--- config.mk ---
export PLATFORM = sky130hd
export DESIGN_NAME = mips_icache_dm
export DESIGN_NICKNAME = d
export VERILOG_FILES = /design/src/rtl/mips_icache_dm.sv
export SDC_FILE = /design/constraint.sdc
export NUM_CORES = 1
export LEC_CHECK = 0
export CAP_MARGIN = 20
export CORE_ASPECT_RATIO = 1.2
export CORE_MARGIN = 1
export CORE_UTILIZATION = 55
export CTS_CLUSTER_SIZE = 14
export DETAILED_ROUTE_END_ITERATION = 10
export PLACE_DENSITY = 0.76
export SYNTH_ARGS = -nofsm -noshare
export SYNTH_HDL_FRONTEND = slang
export SYNTH_SLANG_ARGS = --single-unit
--- constraint.sdc ---
create_clock -name clk -period 5.8 [get_ports clk]
set_input_delay 0.58 -clock clk [delete_from_list [all_inputs] [get_ports clk]]
set_output_delay 0.58 -clock clk [all_outputs]
set_load 0.02 [all_outputs]
--- src/rtl/mips_icache_dm.sv ---
// Direct-mapped, one-word-per-line, read-only instruction cache.
// The CPU fetch port is on one side and a word-read memory port is on the other.
// A hit answers one cycle after the request. A miss issues one downstream read,
// waits for mem_dvalid, fills the line and forwards the word.
// Hit and miss counters saturate instead of wrapping.

// One cache line of tag and data storage. There is no reset here; the valid
// bits are kept in the top module.
module mips_icache_line #(
    parameter int TAG_W  = 26,
    parameter int DATA_W = 32
) (
    input  logic              clk,
    input  logic              we,
    input  logic [TAG_W-1:0]  wr_tag,
    input  logic [DATA_W-1:0] wr_data,
    output logic [TAG_W-1:0]  rd_tag,
    output logic [DATA_W-1:0] rd_data
);

    // Capture the tag and data when this line is the fill target.
    always_ff @(posedge clk) begin
        if (we) begin
            rd_tag  <= wr_tag;
            rd_data <= wr_data;
        end
    end

endmodule

module mips_icache_dm #(
    parameter int INDEX_BITS = 4,
    parameter int CNT_BITS   = 16
) (
    input  logic                clk,
    input  logic                rst_n,
    input  logic [31:0]         cpu_addr,
    input  logic                cpu_read_en,
    output logic [31:0]         cpu_data,
    output logic                cpu_dvalid,
    input  logic                invalidate,
    output logic [31:0]         mem_addr,
    output logic                mem_read_en,
    input  logic [31:0]         mem_data,
    input  logic                mem_dvalid,
    output logic [CNT_BITS-1:0] hit_cnt,
    output logic [CNT_BITS-1:0] miss_cnt
);

    localparam int LINES = 1 << INDEX_BITS;
    localparam int TAG_W = 30 - INDEX_BITS;

    typedef enum logic [1:0] {IDLE, FILL, RESP} state_t;

    // Byte address split into its cache fields.
    typedef struct packed {
        logic [TAG_W-1:0]      tag;
        logic [INDEX_BITS-1:0] idx;
        logic [1:0]            off;
    } addr_t;

    state_t                    state_q, state_d;
    logic [LINES-1:0]          valid_q;
    logic [31:0]               cpu_data_q, cpu_data_d;
    logic                      cpu_dvalid_q, cpu_dvalid_d;
    logic [31:0]               mem_addr_q, mem_addr_d;
    logic                      mem_read_en_q, mem_read_en_d;
    logic [CNT_BITS-1:0]       hit_cnt_q, miss_cnt_q;
    logic                      hit_inc, miss_inc;
    logic                      line_we;
    logic                      lookup_hit;

    logic [LINES-1:0][TAG_W-1:0] line_tag;
    logic [LINES-1:0][31:0]      line_data;

    addr_t req_a;
    addr_t fill_a;

    // The CPU address is used only in IDLE. During FILL, mem_addr_q holds the
    // latched address, so it is also the fill target. Byte-offset bits do not
    // select anything.
    assign req_a  = addr_t'(cpu_addr);
    assign fill_a = addr_t'(mem_addr_q);

    logic unused_off;
    assign unused_off = ^{req_a.off, fill_a.off};

    // A same-edge invalidate makes the lookup a miss, even when the line is valid.
    assign lookup_hit = valid_q[req_a.idx]
                     && (line_tag[req_a.idx] == req_a.tag)
                     && !invalidate;

    // Line storage array. Only the line selected by the latched index is written.
    for (genvar g = 0; g < LINES; g++) begin : g_line
        mips_icache_line #(
            .TAG_W (TAG_W),
            .DATA_W(32)
        ) u_line (
            .clk    (clk),
            .we     (line_we && (fill_a.idx == INDEX_BITS'(g))),
            .wr_tag (fill_a.tag),
            .wr_data(mem_data),
            .rd_tag (line_tag[g]),
            .rd_data(line_data[g])
        );
    end

    // Next-state and next-output logic. Every output comes straight from a register.
    always_comb begin
        state_d       = state_q;
        cpu_data_d    = cpu_data_q;
        cpu_dvalid_d  = 1'b0;
        mem_addr_d    = mem_addr_q;
        mem_read_en_d = mem_read_en_q;
        hit_inc       = 1'b0;
        miss_inc      = 1'b0;
        line_we       = 1'b0;
        unique case (state_q)
            IDLE: begin
                if (cpu_read_en) begin
                    if (lookup_hit) begin
                        cpu_data_d   = line_data[req_a.idx];
                        cpu_dvalid_d = 1'b1;
                        hit_inc      = 1'b1;
                        state_d      = RESP;
                    end else begin
                        mem_addr_d    = {cpu_addr[31:2], 2'b00};
                        mem_read_en_d = 1'b1;
                        miss_inc      = 1'b1;
                        state_d       = FILL;
                    end
                end
            end
            FILL: begin
                mem_read_en_d = 1'b1;
                if (mem_dvalid) begin
                    // An invalidate on this edge cancels the line write, but the
                    // word is still returned to the CPU.
                    line_we       = !invalidate;
                    cpu_data_d    = mem_data;
                    cpu_dvalid_d  = 1'b1;
                    mem_read_en_d = 1'b0;
                    state_d       = RESP;
                end
            end
            RESP: begin
                state_d = IDLE;
            end
            default: begin
                state_d       = IDLE;
                mem_read_en_d = 1'b0;
            end
        endcase
    end

    // State and registered outputs. A reset during FILL drops the request, and
    // no line is written.
    always_ff @(posedge clk or negedge rst_n) begin
        if (!rst_n) begin
            state_q       <= IDLE;
            cpu_data_q    <= '0;
            cpu_dvalid_q  <= 1'b0;
            mem_addr_q    <= '0;
            mem_read_en_q <= 1'b0;
        end else begin
            state_q       <= state_d;
            cpu_data_q    <= cpu_data_d;
            cpu_dvalid_q  <= cpu_dvalid_d;
            mem_addr_q    <= mem_addr_d;
            mem_read_en_q <= mem_read_en_d;
        end
    end

    // Valid bits. An invalidate clears every valid bit and takes priority over a fill.
    always_ff @(posedge clk or negedge rst_n) begin
        if (!rst_n) begin
            valid_q <= '0;
        end else if (invalidate) begin
            valid_q <= '0;
        end else if (line_we) begin
            valid_q[fill_a.idx] <= 1'b1;
        end
    end

    // Hit and miss counters. Each holds at its maximum value.
    always_ff @(posedge clk or negedge rst_n) begin
        if (!rst_n) begin
            hit_cnt_q  <= '0;
            miss_cnt_q <= '0;
        end else begin
            if (hit_inc && (hit_cnt_q != '1))
                hit_cnt_q <= hit_cnt_q + 1'b1;
            if (miss_inc && (miss_cnt_q != '1))
                miss_cnt_q <= miss_cnt_q + 1'b1;
        end
    end

    assign cpu_data    = cpu_data_q;
    assign cpu_dvalid  = cpu_dvalid_q;
    assign mem_addr    = mem_addr_q;
    assign mem_read_en = mem_read_en_q;
    assign hit_cnt     = hit_cnt_q;
    assign miss_cnt    = miss_cnt_q;

endmodule

Word level (Yosys, flattened, before mapping)
Index checks and enable logic that the tools add are counted.

storage, ports and cells
  flip-flop bits (word level) = 1,042
  input bits = 69
  logic and storage cells = 134

operators by class
  add/subtract/negate cells = 2
  magnitude comparators = 3
  equal/unequal tests = 24
  muxes and demuxes = 32
  bitwise operators = 3
  reductions and logical operators = 30

operators by type and width
  operator                                                               count
  32-bit binary-select mux with 4-bit select                             1
  32-bit 2-to-1 mux                                                      4
  26-bit binary-select mux with 4-bit select                             1
  32-bit case mux with 2 select lines                                    1
  16-bit by 1-bit adder with 16-bit output, second input constant        2
  4-bit equality test, second input constant                             8
  16-bit 2-to-1 mux                                                      2
  16-bit inequality test, second input constant                          2
  26-bit equality test                                                   1
  26-bit 2-to-1 mux                                                      1
  1-bit logical AND                                                      21
  4-bit by 3-bit equality test with 1-bit output, second input constant  4
  16-bit OR                                                              1
  1-bit 2-to-1 mux                                                       14
  4-bit by 5-bit < comparator with 1-bit output, second input constant   2
  4-bit by 2-bit equality test with 1-bit output, second input constant  2
  2-bit inequality test, second input constant                           4
  2-bit 2-to-1 mux                                                       3
  3-bit AND reduction                                                    2
  1-bit binary-select mux with 4-bit select                              1
  1-bit demux with 4-bit select                                          1
  4-bit by 1-bit equality test with 1-bit output, second input constant  1
  4-bit by 1-bit >= comparator with 1-bit output, second input constant  1
  4-bit logical NOT                                                      1
  other kinds (11)                                                       13

Depth between registers and ports, before layout
  depth after elaboration = 9
  depth in mapped cells = 14
  gate-level depth less buffers = 9

Hierarchy
From an unflattened synthesis, not the netlist that was laid out.

unflattened totals
  cell total of the unflattened synthesis = 1,927
  area total of the unflattened synthesis = 41,024.3 um2

by module, submodules not included
  module            times used  cells each  area an instance (um2)
  mips_icache_line  16          58          1,741.7
  mips_icache_dm    1           999         13,157.6

Least setup slack after synthesis
No wires, ideal clock.

  path kind = input to register
  start point = input port invalidate
  end point = register g_line[0].u_line.rd_data[0], enable pin
  setup time = 0.548 ns
  arrival = 5.321 ns
  data required time = 5.252 ns
  setup slack = -0.068 ns
  stages = 3
  cell sequence = clkbuf_1 > or4_1 > nor3_1

on the way
  cells in the longest elaborated chain, start to end = 4

RTL lines
  item                     line  text
  start: declaration       41    input logic invalidate,
  1-bit logical NOT        139   line_we = !invalidate;
  1-bit 2-to-1 mux         136   if (mem_dvalid) begin
  1-bit 2-to-1 mux         118   unique case (state_q)
  1-bit logical AND        100   .we (line_we && (fill_a.idx == INDEX_BITS'(g))),
  net g_line[0].u_line.we  14    input logic we,
  end signal: assignment   25    rd_data <= wr_data;
  end: declaration         18    output logic [DATA_W-1:0] rd_data

The timed path passes the listed nets, and every way through them passes these cells.
A chain may end at the register's enable or synchronous reset.

Final worst setup path
  start point = input port cpu_addr[4]
  end point = register hit_cnt_q[12], in the netlist hit_cnt[12]

on the way
  cells in the longest elaborated chain, start to end = 9
  elaborated cells on any way between the ends = 11
  those cells by class = 1 x eq/ne; 7 x mux; 3 x reduce/logical

RTL lines
  item                                        line  text
  start: declaration                          37    input logic [31:0] cpu_addr,
  26-bit binary-select mux with 4-bit select  90    && (line_tag[req_a.idx] == req_a.tag)
  26-bit 2-to-1 mux (implied by the code)     90
  26-bit equality test                        90
  1-bit logical AND *                         90
  1-bit logical AND *                         91    && !invalidate;
  1-bit 2-to-1 mux *                          121   if (lookup_hit) begin
  1-bit 2-to-1 mux *                          120   if (cpu_read_en) begin
  1-bit 2-to-1 mux *                          118
  1-bit logical AND *                         191   if (hit_inc && (hit_cnt_q != '1))
  end signal: assignment                      192   hit_cnt_q <= hit_cnt_q + 1'b1;
  end: declaration                            68    logic [CNT_BITS-1:0] hit_cnt_q, miss_cnt_q;

Mark *: on every way between the ends. The rest lies on a longest branch, timed or not. The select of a mux whose other input is x is not followed.

==> impl_metrics.json <==
{
  "status": "finished clean",
  "r2r_end": "hit_cnt[12]$_DFFE_PN0P_",
  "ios": 167,
  "required_ns": 6.35,
  "grt_pass1_wl_um": 137000,
  "synth-main-ff-cell": "edfxtp_1",
  "coreArea_mm2": 0.0736,
  "min_delay_worst_endpoint": "valid_q[1]$_DFFE_PN0P_",
  "ys_top_cells_by_area": "edfxtp_1 (68%), mux4_2 (13%), dfrtp_1 (7.0%), mux2_2 (2.9%), mux2i_1 (1.7%)",
  "min_path_cells": 1,
  "h-tree-depth": 3,
  "slew_viol_final": 0,
  "worstSkewPairLatency_ns": 0.67,
  "critPathArrivalTime_ns": 4.74,
  "postSynth.asyncResetShare": 0.109,
  "rows": 109,
  "seq_area_mm2": 0.0307,
  "reg2reg_from": "g_line[7].u_line.rd_tag[16]$_DFFE_PP_",
  "fillCellCount": 4748,
  "holdWs_ns": 0.479,
  "synth.distinct_cells": 70,
  "rsz0062_at_grt": "false",
  "syn_area_mm2": 0.0410,
  "r2r_setup_slack_ns": 1.89,
  "path_clk_slew_ns": 0.06,
  "irDropWorstVdd_v": 0.000284,
  "dr.pass1.iters": 7,
  "place_congestion": 0.809,
  "cts_root_buf": "clkbuf_16",
  "ys_warn_count": 0,
  "routed_wl_um": 93000,
  "hp-class": "reg -> reg",
  "dieArea_mm2": 0.0756,
  "synth_top_area_share": 0.680,
  "max_clock_freq_mhz": 239,
  "port-buffer-count": 162,
  "end_kind": "flip-flop",
  "drv_cap": 0,
  "timing.final.crit_share": 0.721,
  "finalSetupViolCount": 0,
  "multiInputGateArea_mm2": 0.00981,
  "synthTopCellsByCount": "edfxtp_1 (928), mux4_2 (243), dfrtp_1 (114)",
  "clock_skew_ns": 0.0300,
  "min_from": "valid_q[1]$_DFFE_PN0P_",
  "wl_per_cell_um": 29.2,
  "p_total_w": 0.0180,
  "critPathLaunchType": "input port",
  "hpwl_um": 51400,
  "reg2regPathDepth": 9,
  "vias": 20274,
  "tightest_slew_ns": 1.12,
  "synth_most_common_cell": "edfxtp_1",
  "fin_nets": 2227,
  "start_util": 0.557,
  "syn_inst": 1932,
  "fin_setup_tns_ns": 0,
  "clock_path_buffers": 3,
  "chipHeight_um": 301,
  "grt.overflow.total": 0,
  "grt_pass1_vias": 21026,
  "ys_seq_area_frac": 0.749,
  "cts_sinks": 1042,
  "syn_avg_cell_area_um2": 21.2,
  "critical_path_class": "in -> reg",
  "synth_edf_count": 928,
  "p_leak_nw": 15.8,
  "hold_viol": 0,
  "synth-seq-cells": 1042,
  "cts_buffers": 98,
  "period_needed_ns": 4.18,
  "slew_headroom": 0.252,
  "remaining_drc_errors": 0,
  "grt_max_degree": 73,
  "critPathMaxFanout": 48,
  "yosysTopAreaCell": "edfxtp_1",
  "fp.dieW_um": 251,
  "post_cts_buffers": 0,
  "drt_iter0_drc": 2048,
  "track_usage": 0.252,
  "syn_to_final_growth_pct": 15.4,
  "viasPerCell": 6.37,
  "ant_nets": 0,
  "drive_gt1_frac": 0.263,
  "cts_tree": "yes",
  "antenna_found_initial": 2,
  "powerDensity_mw_per_mm2": 381
}
-- worst max-delay path, stage by stage --
cell and delay [ns]:
buf_6 0.45, buf_4 0.54, mux4_2 0.42, a221oi_1 0.31
o211ai_1 0.13, a2111oi_0 0.46, nand4b_1 0.45, or3_1 0.49
or4_4 0.53, mux2_4 0.30
-- cell usage in the layout (no fill, tap or decap), drive strengths merged, types with 10 or more instances in the layout --
master / synthesis / routed
a22oi: 11 / 11
edfxtp: 928 / 928
nand4: 17 / 17
o21ai: 11 / 11
nand2: 44 / 44
and3: 19 / 19
nand3: 12 / 12
clkbuf: 28 / 130
clkdlybuf4s50: 0 / 157
buf: 70 / 62
mux4: 244 / 244
nor3: 13 / 13
dfrtp: 114 / 114
xnor2: 33 / 33
mux2: 105 / 105
xor2: 30 / 30
a221oi: 13 / 13
bufinv: 0 / 10
inv: 17 / 20
a21o: 10 / 10
mux2i: 68 / 68
nor2: 50 / 50
clkinv: 1 / 39
-- final cells by class --
| cell class | instances | share of cell area |
|---|---|---|
| diodes | 1 | 0.0000529 |
| clock buffers | 129 | 0.0571 |
| clock inverters | 56 | 0.0121 |
| inverters | 18 | 0.00145 |
| multi-input cells | 775 | 0.207 |
| flip-flops and latches | 1042 | 0.649 |
| well taps | 943 | 0.0249 |
| repair buffers | 221 | 0.0475 |
-- worst max-delay path by stage --
| stage | end | startpoint | cells past startpoint |
|---|---|---|---|
| after floorplan | g_line[12].u_line.rd_data[0]$_DFFE_PP_ | invalidate | 4 |
| after global placement | mem_addr[2]$_DFFE_PN0P_ | cpu_addr[4] | 12 |
| after detailed placement | hit_cnt[12]$_DFFE_PN0P_ | cpu_addr[4] | 10 |
| after CTS | hit_cnt[12]$_DFFE_PN0P_ | cpu_addr[4] | 10 |
| after global routing | hit_cnt[12]$_DFFE_PN0P_ | cpu_addr[2] | 12 |
| final | hit_cnt[12]$_DFFE_PN0P_ | cpu_addr[4] | 10 |
-- registers in the layout (all words and copies together) (netlist names) --
register	count
g_line.u_line.rd_tag	416
valid_q	16
mem_addr	30
g_line.u_line.rd_data	512
hit_cnt	16
mem_read_en	1
cpu_data	32
cpu_dvalid	1
state_q	2
miss_cnt	16
-- logic make-up (layout without fill, tap and decap cells) --
logic type	count (synthesis)	after routing	share of synthesized area
AOI/OAI and AO/OA	91	91	0.0170
xor gates and xnor gates	63	63	0.0135
adders and majority gates	2	2	0.000610
buffers and inverters	116	424	0.0149
DFF	1042	1042	0.749
muxes	417	417	0.180
other	1	3	0.0000915
and+or+nand+nor	200	200	0.0249
-- metal layers --
metal,GRT usage,part of all wire
met2,0.418,0.51
met1,0.341,0.38
met4,0.0897,0.031
met5,0,0.00012
met3,0.0431,0.076
-- where the power goes --
group          internal [W]  leakage (nW)  switching [W]  total, W
clock               0.00374          1.60        0.00273   0.00647
sequential          0.00891          9.78       0.000546   0.00945
combinational      0.000985          4.40        0.00111   0.00209
total                0.0136          15.8        0.00438    0.0180
-- through the flow --
step / cell area (um2) / utilization / setup slack, ns / std cells
floorplan: 41000 / - / 0.150 / 1933
global placement: 44000 / 0.597 / 0.802 / 2996
detailed placement: 44000 / 0.598 / 0.972 / 2998
CTS: 47300 / 0.642 / 1.67 / 3184
global route: 47300 / 0.642 / 1.45 / 3185
finish: 47300 / 0.642 / 1.62 / 3185
-- repair_timing --
item                      CTS  global route
hold endpoints to repair   57             0
hold buffers                1             0
gates resized for setup     0             0
Power figures use the tool's default switching activity.
